<file path="config.mk">
export PLATFORM = sky130hd
export DESIGN_NAME = mlp_controller
export DESIGN_NICKNAME = d
export VERILOG_FILES = /design/src/rtl/mlp_controller_pkg.sv /design/src/rtl/mlp_controller_onehot_dec.sv /design/src/rtl/mlp_controller.sv
export SDC_FILE = /design/constraint.sdc
export NUM_CORES = 1
export LEC_CHECK = 0
export CORE_ASPECT_RATIO = 0.6
export CORE_MARGIN = 2
export CORE_UTILIZATION = 25
export DETAILED_ROUTE_END_ITERATION = 8
export MAX_ROUTING_LAYER = met4
export PLACE_DENSITY = 0.52
export SYNTH_ARGS = -nofsm -noshare
export SYNTH_HDL_FRONTEND = slang
export SYNTH_SLANG_ARGS = --single-unit
export TNS_END_PERCENT = 20
</file>
<file path="constraint.sdc">
create_clock -name clk -period 2.4 [get_ports clk]
set_clock_uncertainty 0.1 [all_clocks]
set_input_delay 0.48 -clock clk [delete_from_list [all_inputs] [get_ports clk]]
set_output_delay 0.48 -clock clk [all_outputs]
set_load 0.01 [all_outputs]
</file>
<file path="src/rtl/mlp_controller_pkg.sv">
// Shared constants and state encoding for the 62-30-10 MLP sequencer.
// Latency 107 cycles per sample; no backpressure, the datapath follows every strobe.
package mlp_controller_pkg;

  localparam int N_HID    = 30;
  localparam int N_OUT    = 10;
  localparam int N_PU     = 8;
  localparam int H_CHUNKS = 8;
  localparam int O_BASE   = 4;
  localparam int O_CHUNKS = 4;
  localparam int H_GROUPS = (N_HID + N_PU - 1) / N_PU;
  localparam int O_GROUPS = (N_OUT + N_PU - 1) / N_PU;

  typedef enum logic [3:0] {
    S_IDLE = 4'd0,
    S_LDX  = 4'd1,
    S_LDW  = 4'd2,
    S_CLR  = 4'd3,
    S_MAC  = 4'd4,
    S_TAIL = 4'd5,
    S_BIAS = 4'd6,
    S_WR   = 4'd7,
    S_DONE = 4'd8
  } state_t;

  function automatic logic [4:0] last_chunk(input logic out_layer);
    return out_layer ? 5'(O_CHUNKS - 1) : 5'(H_CHUNKS - 1);
  endfunction

endpackage

</file>
<file path="src/rtl/mlp_controller_onehot_dec.sv">
// Index + enable to W-bit one-hot decoder; purely combinational, zero latency.
module onehot_dec #(
  parameter int W  = 8,
  parameter int IW = (W > 1) ? $clog2(W) : 1
) (
  input  logic [IW-1:0] idx,
  input  logic          en,
  output logic [W-1:0]  onehot
);

  always_comb begin
    onehot = '0;
    for (int i = 0; i < W; i++) begin
      onehot[i] = en && (idx == IW'(i));
    end
  end

endmodule

</file>
<file path="src/rtl/mlp_controller.sv">
// Per-sample sequencer: LDX, LDW, groups of {CLR, MAC, TAIL, BIAS, WR} per layer, then DONE.
// 107 cycles per sample; free-running, start is only honoured in IDLE.
module mlp_controller
  import mlp_controller_pkg::*;
(
  input  logic        clk,
  input  logic        rst,
  input  logic        start,
  input  logic [9:0]  num_samples,
  input  logic [4:0]  cnt_out,
  output logic        busy,
  output logic        sample_done,
  output logic        all_done,
  output logic        rst_cnt,
  output logic        cnt,
  output logic        mem_read,
  output logic        ld_x,
  output logic        sel_h_o,
  output logic        ld_mult,
  output logic        acc,
  output logic        ld_add,
  output logic [4:0]  addr1,
  output logic [3:0]  addr2,
  output logic [9:0]  addr3,
  output logic [2:0]  sel_64bit,
  output logic [2:0]  sel_reg,
  output logic [29:0] ld,
  output logic [29:0] ld_out_h,
  output logic [9:0]  ld_out_o
);

  state_t      state, state_nx;
  logic        layer;
  logic [4:0]  nrn;
  logic [1:0]  grp;
  logic [9:0]  last_addr;
  logic        nrn_last, grp_last, smp_last;
  logic        ld_en, wr_en;
  logic [H_GROUPS-1:0] grp_h;
  logic [O_GROUPS-1:0] grp_o;

  assign nrn_last = layer ? (nrn == 5'(N_OUT - 1)) : (nrn == 5'(N_HID - 1));
  assign grp_last = layer ? (grp == 2'(O_GROUPS - 1)) : (grp == 2'(H_GROUPS - 1));
  assign smp_last = (addr3 == last_addr);

  always_ff @(posedge clk or negedge rst) begin
    if (!rst) state <= S_IDLE;
    else      state <= state_nx;
  end

  // Sequencing counters; num_samples-1 wraps 0 to 1023 so a count of 0 runs 1024 samples.
  always_ff @(posedge clk or negedge rst) begin
    if (!rst) begin
      layer     <= 1'b0;
      nrn       <= '0;
      grp       <= '0;
      addr3     <= '0;
      last_addr <= '0;
    end else begin
      case (state)
        S_IDLE: if (start) begin
          layer     <= 1'b0;
          nrn       <= '0;
          grp       <= '0;
          addr3     <= '0;
          last_addr <= num_samples - 10'd1;
        end
        S_LDW: nrn <= nrn_last ? '0 : nrn + 5'd1;
        S_WR: begin
          if (grp_last) begin
            grp   <= '0;
            layer <= 1'b1;
          end else begin
            grp <= grp + 2'd1;
          end
        end
        S_DONE: if (!smp_last) begin
          addr3 <= addr3 + 10'd1;
          layer <= 1'b0;
        end
        default: ;
      endcase
    end
  end

  always_comb begin
    state_nx    = state;
    sample_done = 1'b0;
    all_done    = 1'b0;
    rst_cnt     = 1'b0;
    cnt         = 1'b0;
    mem_read    = 1'b0;
    ld_x        = 1'b0;
    ld_mult     = 1'b0;
    acc         = 1'b0;
    ld_add      = 1'b0;
    sel_64bit   = 3'd0;
    ld_en       = 1'b0;
    wr_en       = 1'b0;
    case (state)
      S_IDLE: if (start) state_nx = S_LDX;
      S_LDX: begin
        mem_read = 1'b1;
        ld_x     = 1'b1;
        state_nx = S_LDW;
      end
      S_LDW: begin
        mem_read = 1'b1;
        ld_en    = 1'b1;
        if (nrn_last) state_nx = S_CLR;
      end
      S_CLR: begin
        rst_cnt  = 1'b1;
        state_nx = S_MAC;
      end
      S_MAC: begin
        cnt       = 1'b1;
        ld_mult   = 1'b1;
        // The counter is cleared in CLR, so a zero count marks the first product.
        acc       = (cnt_out != 5'd0);
        sel_64bit = (layer ? 3'(O_BASE) : 3'd0) + cnt_out[2:0];
        if (cnt_out == last_chunk(layer)) state_nx = S_TAIL;
      end
      S_TAIL: begin
        acc      = 1'b1;
        state_nx = S_BIAS;
      end
      S_BIAS: begin
        ld_add   = 1'b1;
        state_nx = S_WR;
      end
      S_WR: begin
        wr_en = 1'b1;
        if (!grp_last) state_nx = S_CLR;
        else           state_nx = layer ? S_DONE : S_LDX;
      end
      S_DONE: begin
        sample_done = 1'b1;
        if (smp_last) begin
          all_done = 1'b1;
          state_nx = S_IDLE;
        end else begin
          state_nx = S_LDX;
        end
      end
      default: state_nx = S_IDLE;
    endcase
  end

  assign busy    = (state != S_IDLE);
  assign sel_h_o = busy && layer;
  assign sel_reg = (state inside {S_CLR, S_MAC, S_TAIL, S_BIAS, S_WR}) ? {1'b0, grp} : 3'd0;
  assign addr1   = (ld_en && !layer) ? nrn : 5'd0;
  assign addr2   = (ld_en && layer) ? nrn[3:0] : 4'd0;

  onehot_dec #(.W(N_HID)) u_ld_dec (
    .idx    (nrn),
    .en     (ld_en),
    .onehot (ld)
  );

  onehot_dec #(.W(H_GROUPS)) u_wr_h_dec (
    .idx    (grp),
    .en     (wr_en && !layer),
    .onehot (grp_h)
  );

  onehot_dec #(.W(O_GROUPS)) u_wr_o_dec (
    .idx    (grp[0]),
    .en     (wr_en && layer),
    .onehot (grp_o)
  );

  // Each group enable fans out to its N_PU result registers; bits past the layer width drop off.
  always_comb begin
    ld_out_h = '0;
    ld_out_o = '0;
    for (int j = 0; j < N_HID; j++) ld_out_h[j] = grp_h[j / N_PU];
    for (int j = 0; j < N_OUT; j++) ld_out_o[j] = grp_o[j / N_PU];
  end

endmodule

</file>
==> run summary <==
status: complete, but fails checks
violated checks: setup timing
Root Driver: sky130_fd_sc_hd__clkbuf_16
worst-case vdd ir drop: 0.425 mV
yosys synthesis warning count: 0
Post-synth EDFFs: 0
remaining number of nets flagged by the antenna check after routing: 0
total half-perimeter wirelength after legalization and detailed placement: 6.87 mm
buffers from clock root to sink, at most: 2
count of H-tree levels built during CTS: 2
leak pwr: 0.00243 uW
WP data arrival: 1880 ps
# clock sinks: 32
# Max-Cap Violations: 0
Area contributors post-synth: sky130_fd_sc_hd__dfrtp_1 (31%), sky130_fd_sc_hd__buf_4 (10%), sky130_fd_sc_hd__and2_1 (6.5%)
power density over the cells: 966 nW/um^2
initial antenna violation count: 0
internal reg-to-reg setup slack: 300 ps
element type at the critical path end: output pin
peak per-stage delay on the critical path: 540 ps
number of stages on the worst setup path: 4
drt first-iter violations: 164
Skew-Pair Late Insertion Delay: 270 ps
CTS buffer count: 5
startpoint of the most critical setup path: state[3]
origin of the critical flop-to-flop path: state[1]
synthesized area: 2600 um^2
row count: 28
list of cells traversed by the critical path: nand4b_1 > nor2_2 > and2_4 > clkdlybuf4s50_1
end of the worst register-to-register path: addr3[9]
Post-layout nets: 490
Largest delay share family, worst path: simple AND/OR/NAND/NOR gates
cell with the biggest individual delay on the critical path: sky130_fd_sc_hd__clkdlybuf4s50_1
clock slew seen by the registers of the worst setup and hold paths: 50 ps
top-level I/O count: 124
via count: 2649
biggest area consumer among synthesized cells: sky130_fd_sc_hd__dfrtp_1
TritonCTS clock tree: yes
Placed Instances: 588
router iterations before antenna repair: 4
distinct cell type count after synthesis: 43
layout overhead on the synthesized area: 61.0%
via count of the first global-routing pass: 2559
type of the worst min-delay path: flop to flop
largest net degree at the start of global routing: 33
RePlAce Congestion: 0.804
initial core utilization: 26.0%
crit path time final: 2460 ps
Syn Area/Cell: 8.10 um^2
#FFs+latches synth: 32
maximum fanout along the worst path: 8
global router's overall resource usage: 15.8%
Sequential Area: 806 um^2
Worst EP required: 1820 ps
post-layout total power: 4050 uW
detail-routed via count per cell: 4.44
min setup slack post-route: -58.8 ps
die width: 136 um
Async SR Flop Fraction: 100%
share of the synthesized area in the top cell type: 30.8%
maximum clock frequency: 407 MHz
Die Y: 83.0 um
number of fill cells: 1040
worst r2r path cells: 6
setup repair after global routing missed its margin: true
category of the critical setup timing path: flop to output pin
crit path to: ld_out_h[20]
Worst Setup Start Kind: flop
Bufs and invs on worst path: 1
Synth Net Count: 350
hold violation count in the final report: 0
Cells after Synth: 321
total length of routed wires: 8.68 mm
proportion of layout cells with a drive suffix above 1: 26.4%
wire length of the first global-routing pass: 13.9 mm
Tcrit/Tclk final: 102%
sequential area share after synthesis: 30.8%
Main synth FF type: sky130_fd_sc_hd__dfrtp_1
number of max-slew violations in the final report: 0
area used by multi-input combinational logic: 1520 um^2
hold path startpoint: last_addr[0]
number of port buffers: 122
non-filler instance count after layout: 597
standard cell core area: 9980 um^2
number of design rule violations left after detail routing: 0
Final Util: 41.9%
count of endpoints failing setup in the final report: 1
average wire length per cell after detail routing: 14.5 um
Fin Hold WS: 405 ps
die footprint: 11300 um^2
total grt overflow: 0
number of diodes added for antenna fixing: 0
-- cell usage after synthesis (2+ instances only) --
| library cell | number |
|---|---|
| sky130_fd_sc_hd__nand2_1 | 40 |
| sky130_fd_sc_hd__buf_4 | 36 |
| sky130_fd_sc_hd__dfrtp_1 | 32 |
| sky130_fd_sc_hd__and2_1 | 27 |
| sky130_fd_sc_hd__nor2_1 | 27 |
| sky130_fd_sc_hd__o21ai_0 | 16 |
| sky130_fd_sc_hd__xor2_1 | 14 |
| sky130_fd_sc_hd__and3_1 | 12 |
| sky130_fd_sc_hd__ha_1 | 11 |
| sky130_fd_sc_hd__nor3_1 | 11 |
| sky130_fd_sc_hd__inv_1 | 10 |
| sky130_fd_sc_hd__clkbuf_1 | 9 |
| sky130_fd_sc_hd__xnor2_1 | 9 |
| sky130_fd_sc_hd__mux2i_1 | 8 |
| sky130_fd_sc_hd__nor4_1 | 7 |
| sky130_fd_sc_hd__nand2b_1 | 6 |
| sky130_fd_sc_hd__nand4_1 | 6 |
| sky130_fd_sc_hd__nand3_1 | 4 |
| sky130_fd_sc_hd__a21oi_1 | 3 |
| sky130_fd_sc_hd__o21ai_1 | 3 |
| sky130_fd_sc_hd__or4_1 | 3 |
| sky130_fd_sc_hd__buf_2 | 2 |
| sky130_fd_sc_hd__nor2b_1 | 2 |
| sky130_fd_sc_hd__nor3b_1 | 2 |
| sky130_fd_sc_hd__nor4b_1 | 2 |
| sky130_fd_sc_hd__o22ai_1 | 2 |
-- stage by stage --
| stage | cell area (um^2) | worst slack, ps | TNS [ps] |
|---|---|---|---|
| after global placement | 4100 | -70.5 | -258 |
| after global routing | 4190 | -154 | -229 |
| after detailed placement | 4100 | -100 | -322 |
| after CTS | 4220 | -175 | -2060 |
| after floorplan | 2600 | 223 | 0 |
| final | 4190 | -58.8 | -58.8 |
-- metal layers --
metal | vias to the layer above | global-route usage, % | wire [um]
met5 | - | - | 0
met4 | 0 | 3.41 | 63
met3 | 4 | 2.14 | 323
met2 | 74 | 22.0 | 3570
met1 | 1235 | 24.0 | 4720
li1 | 1336 | - | -
-- cell type report --
cell class / instances / share of cell area, %
Multi-Input combinational cell: 231 / 36.3
Inverter: 11 / 0.987
Clock buffer: 8 / 3.50
Timing Repair Buffer: 180 / 36.0
Tap cell: 135 / 4.04
Sequential cell: 32 / 19.3
-- worst min path at each step --
stage / to / depth (start not counted) / slack (ps)
final: last_addr[0] / 2 / 400
after global routing: last_addr[2] / 2 / 430
after CTS: last_addr[0] / 2 / 410
after detailed placement: last_addr[0] / 2 / 400
after global placement: last_addr[5] / 2 / 390
after floorplan: addr3[0] / 0 / 80
-- worst reg2reg max path: cells and delay by family (launching register included) --
kind,cells,cell delay [ps]
simple gates,2,920
flops,1,400
mux,1,150
buf+inv,3,410
-- logic make-up after synthesis --
group,count (synthesis),share of synthesized area (%)
flip-flops,32,30.8
multiplexers,8,3.08
adder cells (fa/ha/maj),11,5.29
XOR/XNOR,23,7.75
AO/OA/AOI/OAI,32,7.32
other,1,0.144
buffers and inverters,58,13.7
AND/OR/NAND/NOR,156,32.0
-- cell usage in the layout (no fill, tap or decap), types with 3 or more instances in the layout --
cell and instances:
sky130_fd_sc_hd__buf_4 57, sky130_fd_sc_hd__dlygate4sd2_1 39, sky130_fd_sc_hd__nand2_1 38, sky130_fd_sc_hd__clkdlybuf4s50_1 32, sky130_fd_sc_hd__clkbuf_2 29, sky130_fd_sc_hd__dfrtp_1 28
sky130_fd_sc_hd__and2_1 24, sky130_fd_sc_hd__nor2_1 21, sky130_fd_sc_hd__dlymetal6s2s_1 19, sky130_fd_sc_hd__o21ai_0 16, sky130_fd_sc_hd__xor2_1 14, sky130_fd_sc_hd__and3_1 11
sky130_fd_sc_hd__ha_1 11, sky130_fd_sc_hd__inv_1 10, sky130_fd_sc_hd__nor3_1 9, sky130_fd_sc_hd__xnor2_1 9, sky130_fd_sc_hd__mux2i_1 8, sky130_fd_sc_hd__nand2b_1 6
sky130_fd_sc_hd__nor4_1 6, sky130_fd_sc_hd__nand4_1 6, sky130_fd_sc_hd__clkbuf_16 5, sky130_fd_sc_hd__nor2_2 4, sky130_fd_sc_hd__nand3_1 4, sky130_fd_sc_hd__dfrtp_2 4
sky130_fd_sc_hd__nor3_2 3, sky130_fd_sc_hd__a21oi_1 3, sky130_fd_sc_hd__and2_4 3, sky130_fd_sc_hd__or4_1 3, sky130_fd_sc_hd__o21ai_1 3
-- where the power goes --
| group | leakage, uW | switching [uW] | internal (uW) | total [uW] |
|---|---|---|---|---|
| Sequential | 0.000409 | 251 | 762 | 1010 |
| Clock | 0.0000712 | 220 | 413 | 633 |
| Combinational | 0.00195 | 1220 | 1180 | 2400 |
| Total | 0.00243 | 1690 | 2350 | 4050 |
-- sequential cells by signal, summed over array words and instances, names as in the netlist --
signal,count
state,4
layer,1
addr3,10
nrn,5
grp,2
last_addr,10
-- timing repair --
| item | CTS | global route |
|---|---|---|
| setup endpoints to repair | 91 | 51 |
| setup buffers | 1 | 0 |
| hold buffers | 0 | 0 |
| pin swaps | 2 | 0 |
| gates resized for setup | 94 | 91 |
Note: power is estimated with default switching activity, not from simulation.
